<file path="config.mk">
export PLATFORM = sky130hd
export DESIGN_NAME = qpu_itcm_arbt_flat
export DESIGN_NICKNAME = d
export VERILOG_FILES = /design/src/rtl/qpu_itcm_arbt_if.sv /design/src/rtl/qpu_itcm_arbt.sv /design/src/flat_wrapper.sv
export SDC_FILE = /design/constraint.sdc
export NUM_CORES = 1
export LEC_CHECK = 0
export ABC_CLOCK_PERIOD_IN_PS = 7870
export BUFFER_PORTS_ARGS = -buffer_cell sky130_fd_sc_hd__buf_2
export CAP_MARGIN = 20
export CORE_AREA = 3 3 155 157
export CTS_CLUSTER_SIZE = 28
export DETAILED_ROUTE_END_ITERATION = 12
export DIE_AREA = 0 0 158 160
export SLEW_MARGIN = 20
export SYNTH_ARGS = -nofsm -noshare
export SYNTH_HDL_FRONTEND = slang
export SYNTH_SLANG_ARGS = --single-unit
</file>
<file path="constraint.sdc">
create_clock -name clk -period 7.87 [get_ports clk]
set_clock_uncertainty 0.2 [all_clocks]
set_input_delay 1.1805 -clock clk [delete_from_list [all_inputs] [get_ports clk]]
set_output_delay 1.1805 -clock clk [all_outputs]
set_load 0.05 [all_outputs]
</file>
<file path="src/rtl/qpu_itcm_arbt_if.sv">
// Fetch (ifu) and loader (ext) request/response handshakes that share the ITCM.
// master = requester side, slave = arbiter side.
interface qpu_itcm_arbt_if #(
  parameter int AW = 16,
  parameter int DW = 64,
  parameter int MW = 8
);
  logic          ifu_cmd_valid;
  logic          ifu_cmd_ready;
  logic [AW-1:0] ifu_cmd_addr;
  logic          ifu_rsp_valid;
  logic          ifu_rsp_ready;
  logic [DW-1:0] ifu_rsp_rdata;
  logic          ifu_rsp_err;

  logic          ext_cmd_valid;
  logic          ext_cmd_ready;
  logic          ext_cmd_read;
  logic [AW-1:0] ext_cmd_addr;
  logic [DW-1:0] ext_cmd_wdata;
  logic [MW-1:0] ext_cmd_wmask;
  logic          ext_rsp_valid;
  logic          ext_rsp_ready;
  logic [DW-1:0] ext_rsp_rdata;
  logic          ext_rsp_err;

  modport master (
    output ifu_cmd_valid, ifu_cmd_addr, ifu_rsp_ready,
           ext_cmd_valid, ext_cmd_read, ext_cmd_addr, ext_cmd_wdata, ext_cmd_wmask, ext_rsp_ready,
    input  ifu_cmd_ready, ifu_rsp_valid, ifu_rsp_rdata, ifu_rsp_err,
           ext_cmd_ready, ext_rsp_valid, ext_rsp_rdata, ext_rsp_err
  );

  modport slave (
    input  ifu_cmd_valid, ifu_cmd_addr, ifu_rsp_ready,
           ext_cmd_valid, ext_cmd_read, ext_cmd_addr, ext_cmd_wdata, ext_cmd_wmask, ext_rsp_ready,
    output ifu_cmd_ready, ifu_rsp_valid, ifu_rsp_rdata, ifu_rsp_err,
           ext_cmd_ready, ext_rsp_valid, ext_rsp_rdata, ext_rsp_err
  );
endinterface

</file>
<file path="src/rtl/qpu_itcm_arbt.sv">
// Round-robin arbiter/sequencer for the single-port QPU ITCM: one outstanding
// access, 1-cycle response with read-data bypass + hold, idle light-sleep.
module qpu_itcm_arbt #(
  parameter int          AW          = 16,
  parameter int          DW          = 64,
  parameter int          MW          = 8,
  parameter int unsigned DP          = 65536,
  parameter int          IDLE_LS_CYC = 16
) (
  input  logic          clk,
  input  logic          rst,
  qpu_itcm_arbt_if.slave bus,
  output logic          ram_cs,
  output logic          ram_we,
  output logic [AW-1:0] ram_addr,
  output logic [MW-1:0] ram_wem,
  output logic [DW-1:0] ram_din,
  input  logic [DW-1:0] ram_dout,
  output logic          ram_ls,
  output logic          ram_ds,
  output logic          ram_sd
);
  typedef enum logic [1:0] {IDLE, PEND, SLEEP} state_e;

  localparam logic [7:0] LS_CYC = 8'(IDLE_LS_CYC);

  state_e        state_q, state_d;
  logic [7:0]    cnt_q, cnt_d;
  logic          rr_q, own_q, rd_q, err_q, first_q, ls_q;
  logic [DW-1:0] hold_q, rsp_data;
  logic [1:0]    vld;
  logic          any_vld, rsp_hs, can_gnt, gnt, gnt_ext, gnt_ifu, in_rng;

  assign vld     = {bus.ext_cmd_valid, bus.ifu_cmd_valid};
  assign any_vld = |vld;
  assign rsp_hs  = (state_q == PEND) & (own_q ? bus.ext_rsp_ready : bus.ifu_rsp_ready);
  // a retiring response frees the slot in the same cycle; never touch the RAM under reset
  assign can_gnt = ~rst & ((state_q == IDLE) | rsp_hs);
  assign gnt     = can_gnt & any_vld;
  assign gnt_ext = gnt & vld[1] & (~vld[0] | ~rr_q);
  assign gnt_ifu = gnt & ~gnt_ext;

  assign bus.ifu_cmd_ready = gnt_ifu;
  assign bus.ext_cmd_ready = gnt_ext;

  assign ram_addr = gnt_ext ? bus.ext_cmd_addr : bus.ifu_cmd_addr;
  assign in_rng   = 32'(ram_addr) < DP;
  assign ram_cs   = gnt & in_rng;
  assign ram_we   = ram_cs & gnt_ext & ~bus.ext_cmd_read;
  assign ram_wem  = gnt_ext ? bus.ext_cmd_wmask : '0;
  assign ram_din  = gnt_ext ? bus.ext_cmd_wdata : '0;
  assign ram_ls   = ls_q;
  assign ram_ds   = 1'b0;
  assign ram_sd   = 1'b0;

  // first response cycle forwards the RAM output; later cycles replay the hold copy
  assign rsp_data = (rd_q & ~err_q) ? (first_q ? ram_dout : hold_q) : '0;

  assign bus.ifu_rsp_valid = (state_q == PEND) & ~own_q;
  assign bus.ext_rsp_valid = (state_q == PEND) & own_q;
  assign bus.ifu_rsp_rdata = rsp_data;
  assign bus.ext_rsp_rdata = rsp_data;
  assign bus.ifu_rsp_err   = err_q;
  assign bus.ext_rsp_err   = err_q;

  always_comb begin
    state_d = state_q;
    cnt_d   = cnt_q;
    unique case (state_q)
      IDLE: begin
        if (gnt) begin
          state_d = PEND;
          cnt_d   = '0;
        end else if (cnt_q + 8'd1 == LS_CYC) begin
          state_d = SLEEP;
          cnt_d   = LS_CYC;
        end else begin
          cnt_d = cnt_q + 8'd1;
        end
      end
      PEND: begin
        cnt_d = '0;
        if (!gnt && rsp_hs) state_d = IDLE;
      end
      SLEEP: begin
        if (any_vld) begin
          state_d = IDLE;
          cnt_d   = '0;
        end
      end
      default: state_d = IDLE;
    endcase
  end

  always_ff @(posedge clk or posedge rst) begin
    if (rst) begin
      state_q <= IDLE;
      cnt_q   <= '0;
      ls_q    <= 1'b0;
      rr_q    <= 1'b0;
      own_q   <= 1'b0;
      rd_q    <= 1'b0;
      err_q   <= 1'b0;
      first_q <= 1'b0;
      hold_q  <= '0;
    end else begin
      state_q <= state_d;
      cnt_q   <= cnt_d;
      ls_q    <= (state_d == SLEEP);
      first_q <= gnt;
      if (gnt) begin
        rr_q  <= gnt_ext;
        own_q <= gnt_ext;
        rd_q  <= gnt_ifu | bus.ext_cmd_read;
        err_q <= ~in_rng;
      end
      if (first_q) hold_q <= rsp_data;
    end
  end
endmodule

</file>
<file path="src/flat_wrapper.sv">
// flat-port wrapper written by rule: the top's interface ports become plain ports
module qpu_itcm_arbt_flat 
#(
  parameter int          AW          = 16,
  parameter int          DW          = 64,
  parameter int          MW          = 8,
  parameter int unsigned DP          = 65536,
  parameter int          IDLE_LS_CYC = 16
)
  (clk, rst, ram_cs, ram_we, ram_addr, ram_wem, ram_din, ram_dout, ram_ls, ram_ds, ram_sd, bus_ifu_cmd_valid, bus_ifu_cmd_addr, bus_ifu_rsp_ready, bus_ext_cmd_valid, bus_ext_cmd_read, bus_ext_cmd_addr, bus_ext_cmd_wdata, bus_ext_cmd_wmask, bus_ext_rsp_ready, bus_ifu_cmd_ready, bus_ifu_rsp_valid, bus_ifu_rsp_rdata, bus_ifu_rsp_err, bus_ext_cmd_ready, bus_ext_rsp_valid, bus_ext_rsp_rdata, bus_ext_rsp_err);
  qpu_itcm_arbt_if #(.AW(AW), .DW(DW), .MW(MW)) bus_i ();
  input  logic clk;
  input  logic rst;
  output logic ram_cs;
  output logic ram_we;
  output logic [AW-1:0] ram_addr;
  output logic [MW-1:0] ram_wem;
  output logic [DW-1:0] ram_din;
  input  logic [DW-1:0] ram_dout;
  output logic ram_ls;
  output logic ram_ds;
  output logic ram_sd;
  input wire logic [$bits(bus_i.ifu_cmd_valid)-1:0] bus_ifu_cmd_valid;
  input wire logic [$bits(bus_i.ifu_cmd_addr)-1:0] bus_ifu_cmd_addr;
  input wire logic [$bits(bus_i.ifu_rsp_ready)-1:0] bus_ifu_rsp_ready;
  input wire logic [$bits(bus_i.ext_cmd_valid)-1:0] bus_ext_cmd_valid;
  input wire logic [$bits(bus_i.ext_cmd_read)-1:0] bus_ext_cmd_read;
  input wire logic [$bits(bus_i.ext_cmd_addr)-1:0] bus_ext_cmd_addr;
  input wire logic [$bits(bus_i.ext_cmd_wdata)-1:0] bus_ext_cmd_wdata;
  input wire logic [$bits(bus_i.ext_cmd_wmask)-1:0] bus_ext_cmd_wmask;
  input wire logic [$bits(bus_i.ext_rsp_ready)-1:0] bus_ext_rsp_ready;
  output wire logic [$bits(bus_i.ifu_cmd_ready)-1:0] bus_ifu_cmd_ready;
  output wire logic [$bits(bus_i.ifu_rsp_valid)-1:0] bus_ifu_rsp_valid;
  output wire logic [$bits(bus_i.ifu_rsp_rdata)-1:0] bus_ifu_rsp_rdata;
  output wire logic [$bits(bus_i.ifu_rsp_err)-1:0] bus_ifu_rsp_err;
  output wire logic [$bits(bus_i.ext_cmd_ready)-1:0] bus_ext_cmd_ready;
  output wire logic [$bits(bus_i.ext_rsp_valid)-1:0] bus_ext_rsp_valid;
  output wire logic [$bits(bus_i.ext_rsp_rdata)-1:0] bus_ext_rsp_rdata;
  output wire logic [$bits(bus_i.ext_rsp_err)-1:0] bus_ext_rsp_err;
  assign bus_i.ifu_cmd_valid = bus_ifu_cmd_valid;
  assign bus_i.ifu_cmd_addr = bus_ifu_cmd_addr;
  assign bus_i.ifu_rsp_ready = bus_ifu_rsp_ready;
  assign bus_i.ext_cmd_valid = bus_ext_cmd_valid;
  assign bus_i.ext_cmd_read = bus_ext_cmd_read;
  assign bus_i.ext_cmd_addr = bus_ext_cmd_addr;
  assign bus_i.ext_cmd_wdata = bus_ext_cmd_wdata;
  assign bus_i.ext_cmd_wmask = bus_ext_cmd_wmask;
  assign bus_i.ext_rsp_ready = bus_ext_rsp_ready;
  assign bus_ifu_cmd_ready = bus_i.ifu_cmd_ready;
  assign bus_ifu_rsp_valid = bus_i.ifu_rsp_valid;
  assign bus_ifu_rsp_rdata = bus_i.ifu_rsp_rdata;
  assign bus_ifu_rsp_err = bus_i.ifu_rsp_err;
  assign bus_ext_cmd_ready = bus_i.ext_cmd_ready;
  assign bus_ext_rsp_valid = bus_i.ext_rsp_valid;
  assign bus_ext_rsp_rdata = bus_i.ext_rsp_rdata;
  assign bus_ext_rsp_err = bus_i.ext_rsp_err;
  qpu_itcm_arbt #(.AW(AW), .DW(DW), .MW(MW), .DP(DP), .IDLE_LS_CYC(IDLE_LS_CYC)) u_core (.clk(clk), .rst(rst), .bus(bus_i), .ram_cs(ram_cs), .ram_we(ram_we), .ram_addr(ram_addr), .ram_wem(ram_wem), .ram_din(ram_din), .ram_dout(ram_dout), .ram_ls(ram_ls), .ram_ds(ram_ds), .ram_sd(ram_sd));
endmodule
</file>
After elaboration in Yosys (flattened, before gate mapping). Cells that the tools add are included.

Bits in registers: 78. Bits of input ports: 175.

$add $sub $neg: 1. Eq/ne operators: 5. Muxes and demuxes: 15. Bitwise logic cells: 18. Reductions and logical operators: 6.

Operators with widths (count): two-way mux 64 bit (3); two-way mux 8 bit (4); one-hot mux 8 bit (3 select lines) (1); two-way mux 16 bit (1); bitwise AND 1 bit (10); adder 8 x 1 -> 8 bit (second input constant) (1); == test 8 x 5 -> 1 bit (second input constant) (1); two-way mux 2 bit (4); one-hot mux 2 bit (3 select lines) (1); NOT 1 bit (5); == test 2 bit (second input constant) (2); bitwise OR 1 bit (3); nonzero test 3 bit (1); == test 2 x 1 -> 1 bit (second input constant) (1); zero test 2 bit (1); inequality test 2 x 1 -> 1 bit (second input constant) (1); AND reduction 2 bit (1); OR reduction 2 bit (1); logical AND 1 bit (1); zero test 1 bit (1); two-way mux 1 bit (1).

Longest topological paths before layout.
Depth in word-level cells: 10. Depth in mapped cells: 8.

Worst setup path after synthesis. No wires, ideal clock.

Path kind: input-to-output. Start point: input port bus_ext_rsp_ready. End point: output port bus_ifu_cmd_ready. Data arrival time: 3.169 ns. Slack: 3.320 ns. Stages on the path: 7. Path buffers: 2. Path through: mux2i_1 > inv_1 > a21oi_2 > a2111oi_4 > buf_6 > buf_4 > nor3_1.

Cells in the longest elaborated chain, start to end: 9.

Ends and longest elaborated chain: start: declaration (RTL line flat_wrapper.sv:31) `input wire logic [$bits(bus_i.ext_rsp_ready)-1:0] bus_ext_rsp_ready;`; two-way mux 1 bit (RTL line qpu_itcm_arbt.sv:36) `assign rsp_hs = (state_q == PEND) & (own_q ? bus.ext_rsp_ready : bus.ifu_rsp_ready);`; bitwise AND 1 bit (RTL line qpu_itcm_arbt.sv:36); bitwise OR 1 bit (RTL line qpu_itcm_arbt.sv:38) `assign can_gnt = ~rst & ((state_q == IDLE) | rsp_hs);`; bitwise AND 1 bit (RTL line qpu_itcm_arbt.sv:38); bitwise AND 1 bit (RTL line qpu_itcm_arbt.sv:39) `assign gnt = can_gnt & any_vld;`; bitwise AND 1 bit (2 in a row) (RTL line qpu_itcm_arbt.sv:40) `assign gnt_ext = gnt & vld[1] & (~vld[0] | ~rr_q);`; named net bus_ext_cmd_ready (RTL line flat_wrapper.sv:36) `output wire logic [$bits(bus_i.ext_cmd_ready)-1:0] bus_ext_cmd_ready;`; NOT 1 bit (RTL line qpu_itcm_arbt.sv:41) `assign gnt_ifu = gnt & ~gnt_ext;`; bitwise AND 1 bit (RTL line qpu_itcm_arbt.sv:41); end: declaration (RTL line flat_wrapper.sv:32) `output wire logic [$bits(bus_i.ifu_cmd_ready)-1:0] bus_ifu_cmd_ready;`.

The timed path passes the listed nets, and every way through them passes these cells.

Final worst setup path.
Start point: input port bus_ext_rsp_ready. End point: output port ram_addr[15].

Cells in the longest elaborated chain, start to end: 8.

Ends and longest elaborated chain: two-way mux 1 bit (RTL line qpu_itcm_arbt.sv:36); bitwise AND 1 bit (RTL line qpu_itcm_arbt.sv:36); bitwise OR 1 bit (RTL line qpu_itcm_arbt.sv:38); bitwise AND 1 bit (RTL line qpu_itcm_arbt.sv:38); bitwise AND 1 bit (RTL line qpu_itcm_arbt.sv:39); bitwise AND 1 bit (2 in a row) (RTL line qpu_itcm_arbt.sv:40); two-way mux 16 bit (RTL line qpu_itcm_arbt.sv:46) `assign ram_addr = gnt_ext ? bus.ext_cmd_addr : bus.ifu_cmd_addr;`; end: declaration (RTL line flat_wrapper.sv:16) `output logic [AW-1:0] ram_addr;`.

No other way between the ends.

==> results.yml <==
status:
  status: "finished, final reports clean"
place:
  io_buffers: 397
  gp_congestion: 0.914
  place_ws_ns: 3.27
  dp_hpwl_mm: 16.6
worst_setup_path:
  crit_path_end_kind: "primary output"
  worstSetupPathType: "in2out"
  path_buf_inv: 4
  critPathTopFamily: "buffers and inverters"
  cp_slowest_cell: "buf_4"
  cp_slowest_stage_delay_ns: 0.65
  startpoint_type: "input pin"
  path_cells: "buf_2 -> mux2i_1 -> inv_1 -> a21oi_2 -> a2111oi_4 -> buf_4 -> mux2_2 -> buf_2"
  crit_required_ns: 6.49
  critPathMaxFanout: 90
  cp_common_cell: "buf_2"
  cp.arrival_ns: 3.22
global_route:
  use_met1_pct: 18.0
  antenna_found_initial: 2
  use_met2_pct: 28.1
  grt_pass1_vias: 5160
  grt_max_degree: 91
  grt_pass1_wl_mm: 30.4
  busiest_layer: "met2"
  met3_usage_pct: 4.09
  grt_overflow: 0
  track_usage_pct: 15.6
logic_synthesis:
  synth.distinct_cells: 39
  ys_warn_count: 0
  syn_inst: 676
  synthesis.area_um2: 5660
  syn_area_per_cell_um2: 8.38
  ys_seq_elements: 78
  ys_seq_area_share_pct: 34.5
worst_hold_path:
  hold_class: "reg2reg"
clock_network:
  clock_tree.root_cell: "clkbuf_16"
  cts_resized: 0
  cts_setup_buffers: 0
  clk_latency_ns: 0.33
  cts.clk_slew.worst_paths_ns: 0.06
  clockBufferDepth: 2
  cts_tree: "built"
  numClockSinks: 78
  cts.htree.levels: 3
  ctsHoldBuffers: 0
  cts_buffers: 9
sta:
  min_period_ns: 4.60
  timing.final.crit_share_pct: 58.4
  slew_violations: 0
  hold_viol: 0
  final.setup.worst_slack_ns: 3.27
  rsz0062_at_grt: "no"
  fin_tns_setup_ns: 0
  fmax_mhz: 217
  setup_violations: 0
  worst_slew_pin_slew_ns: 1.02
  relSlewSlack_pct: 32.1
cells_and_area:
  drive_above_1_share_pct: 45.0
  mostFrequentLayoutCell: "buf_2"
  n_fill_cell: 2409
  final_nets: 1163
  area_growth_pct: 35.1
  antenna_cells: 0
  layout_common_cells: "buf_2 (397), dfrtp_1 (76), and2_1 (74)"
floorplanning:
  initial_core_util_pct: 25.0
  coreArea_um2: 22600
  die_area_um2: 25300
  num_rows: 55
  fp.dieW_um: 158
  fp.dieH_um: 160
  num_io_pins: 402
routing:
  dr.pass1.iters: 4
  via_per_inst: 4.23
  wl_per_cell_um: 16.3
  drt_iter0_drc: 249
  final_antenna_net_count: 0
  drc: 0
  wl_mm: 20.8
  via_count: 5386
pwr:
  p_int_uw: 1410
  p_sw_uw: 2390
  irDropWorstVdd_v: 0.000247
  power_uw: 3800
  p_sw_share_pct: 62.8
  power.leakage_uw: 0.00414
  combPwrFrac_pct: 70.4
  pwr-share-clk_pct: 10.5
  p_seq_share_pct: 19.1
  p_per_area_nw_per_um2: 497
job:
  cap_viol_max_count: 0
power by group through the flow:
stage          Combinational, uW  Sequential (uW)  Clock, uW
2_1_floorplan               2430              634          0
3_3_place_gp                2680              729          0
3_5_place_dp                2700              735          0
4_1_cts                     2700              729        420
5_1_grt                     2830              755        436
6_report                    2680              726        400
final cells by class:
type | count | area [um2] | share of cell area (%)
inverter | 73 | 275 | 3.60
multi-input combinational | 419 | 2750 | 36.0
clock inverter | 4 | 20.0 | 0.262
clock buffer | 12 | 267 | 3.48
tap | 285 | 357 | 4.66
timing repair buffer | 401 | 2020 | 26.4
sequential | 78 | 1960 | 25.6
through the flow:
step / util [%] / hold slack (ns) / area [um2] / cells
floorplan: - / 0.253 / 5670 / 679
global placement: 32.5 / 0.281 / 7350 / 1256
detailed placement: 32.5 / 0.288 / 7350 / 1256
CTS: 33.7 / 0.298 / 7640 / 1272
global route: 33.8 / 0.330 / 7650 / 1272
finish: 33.8 / 0.293 / 7650 / 1272
flip-flops by register name, summed over array words and instances (netlist names):
signal	count
u_core.cnt_q	8
u_core.hold_q	64
u_core.first_q	1
u_core.rd_q	1
u_core.rr_q	1
u_core.ram_ls	1
u_core.state_q	2
cells in the mapped netlist, drive strengths merged:
cell type,count,share of area (%)
o21ai,66,5.8
a211oi,2,0.35
xnor2,3,0.46
nor3b,1,0.13
nand4,2,0.22
or2,3,0.33
buf,83,10
nand2b,2,0.22
ha,6,1.3
a2111oi,1,0.49
a41oi,1,0.15
clkbuf,26,1.9
nand3,3,0.27
mux2,16,3.2
a21oi,5,0.51
o21bai,2,0.27
nor2,8,0.53
a22o,3,0.46
nor2b,66,7.3
conb,1,0.066
inv,73,4.8
nand2,69,4.6
o21a,1,0.13
and2,75,8.3
a31oi,5,0.55
a221oi,1,0.15
o2bb2ai,2,0.31
dfrtp,78,34
mux2i,65,11
o22ai,1,0.11
and3,1,0.11
nor3,4,0.35
xor2,1,0.15
metal layers:
layer	vias to the layer above	wire length, um	part of all wire [%]
met4	4	344	1.7
met2	220	10600	51
met3	22	1610	7.7
li1	2688	-	-
met5	-	21	0.10
met1	2452	8150	39
final timing paths:
check                                   from                end  slack [ns]  depth (start not counted)
setup / recovery           bus_ext_rsp_ready       ram_addr[15]        3.27                          8
hold / removal               u_core.cnt_q[7]    u_core.cnt_q[7]        0.29                          1
setup reg to reg              u_core.first_q  u_core.hold_q[47]        4.61                          5
hold reg to reg              u_core.cnt_q[7]    u_core.cnt_q[7]        0.29                          1
max in group asynchronous                rst   u_core.hold_q[2]        6.04                          3
min in group asynchronous                rst        u_core.rr_q        0.86                          3
logic make-up after synthesis:
logic type,share of synthesized area [%]
xor gates and xnor gates,0.619
AOI/OAI and AO/OA,9.33
and+or+nand+nor,22.3
DFF,34.5
other,0.0662
adders and majority gates,1.33
buffers and inverters,17.2
muxes,14.7
No activity file was read; power rests on OpenSTA's default activity.
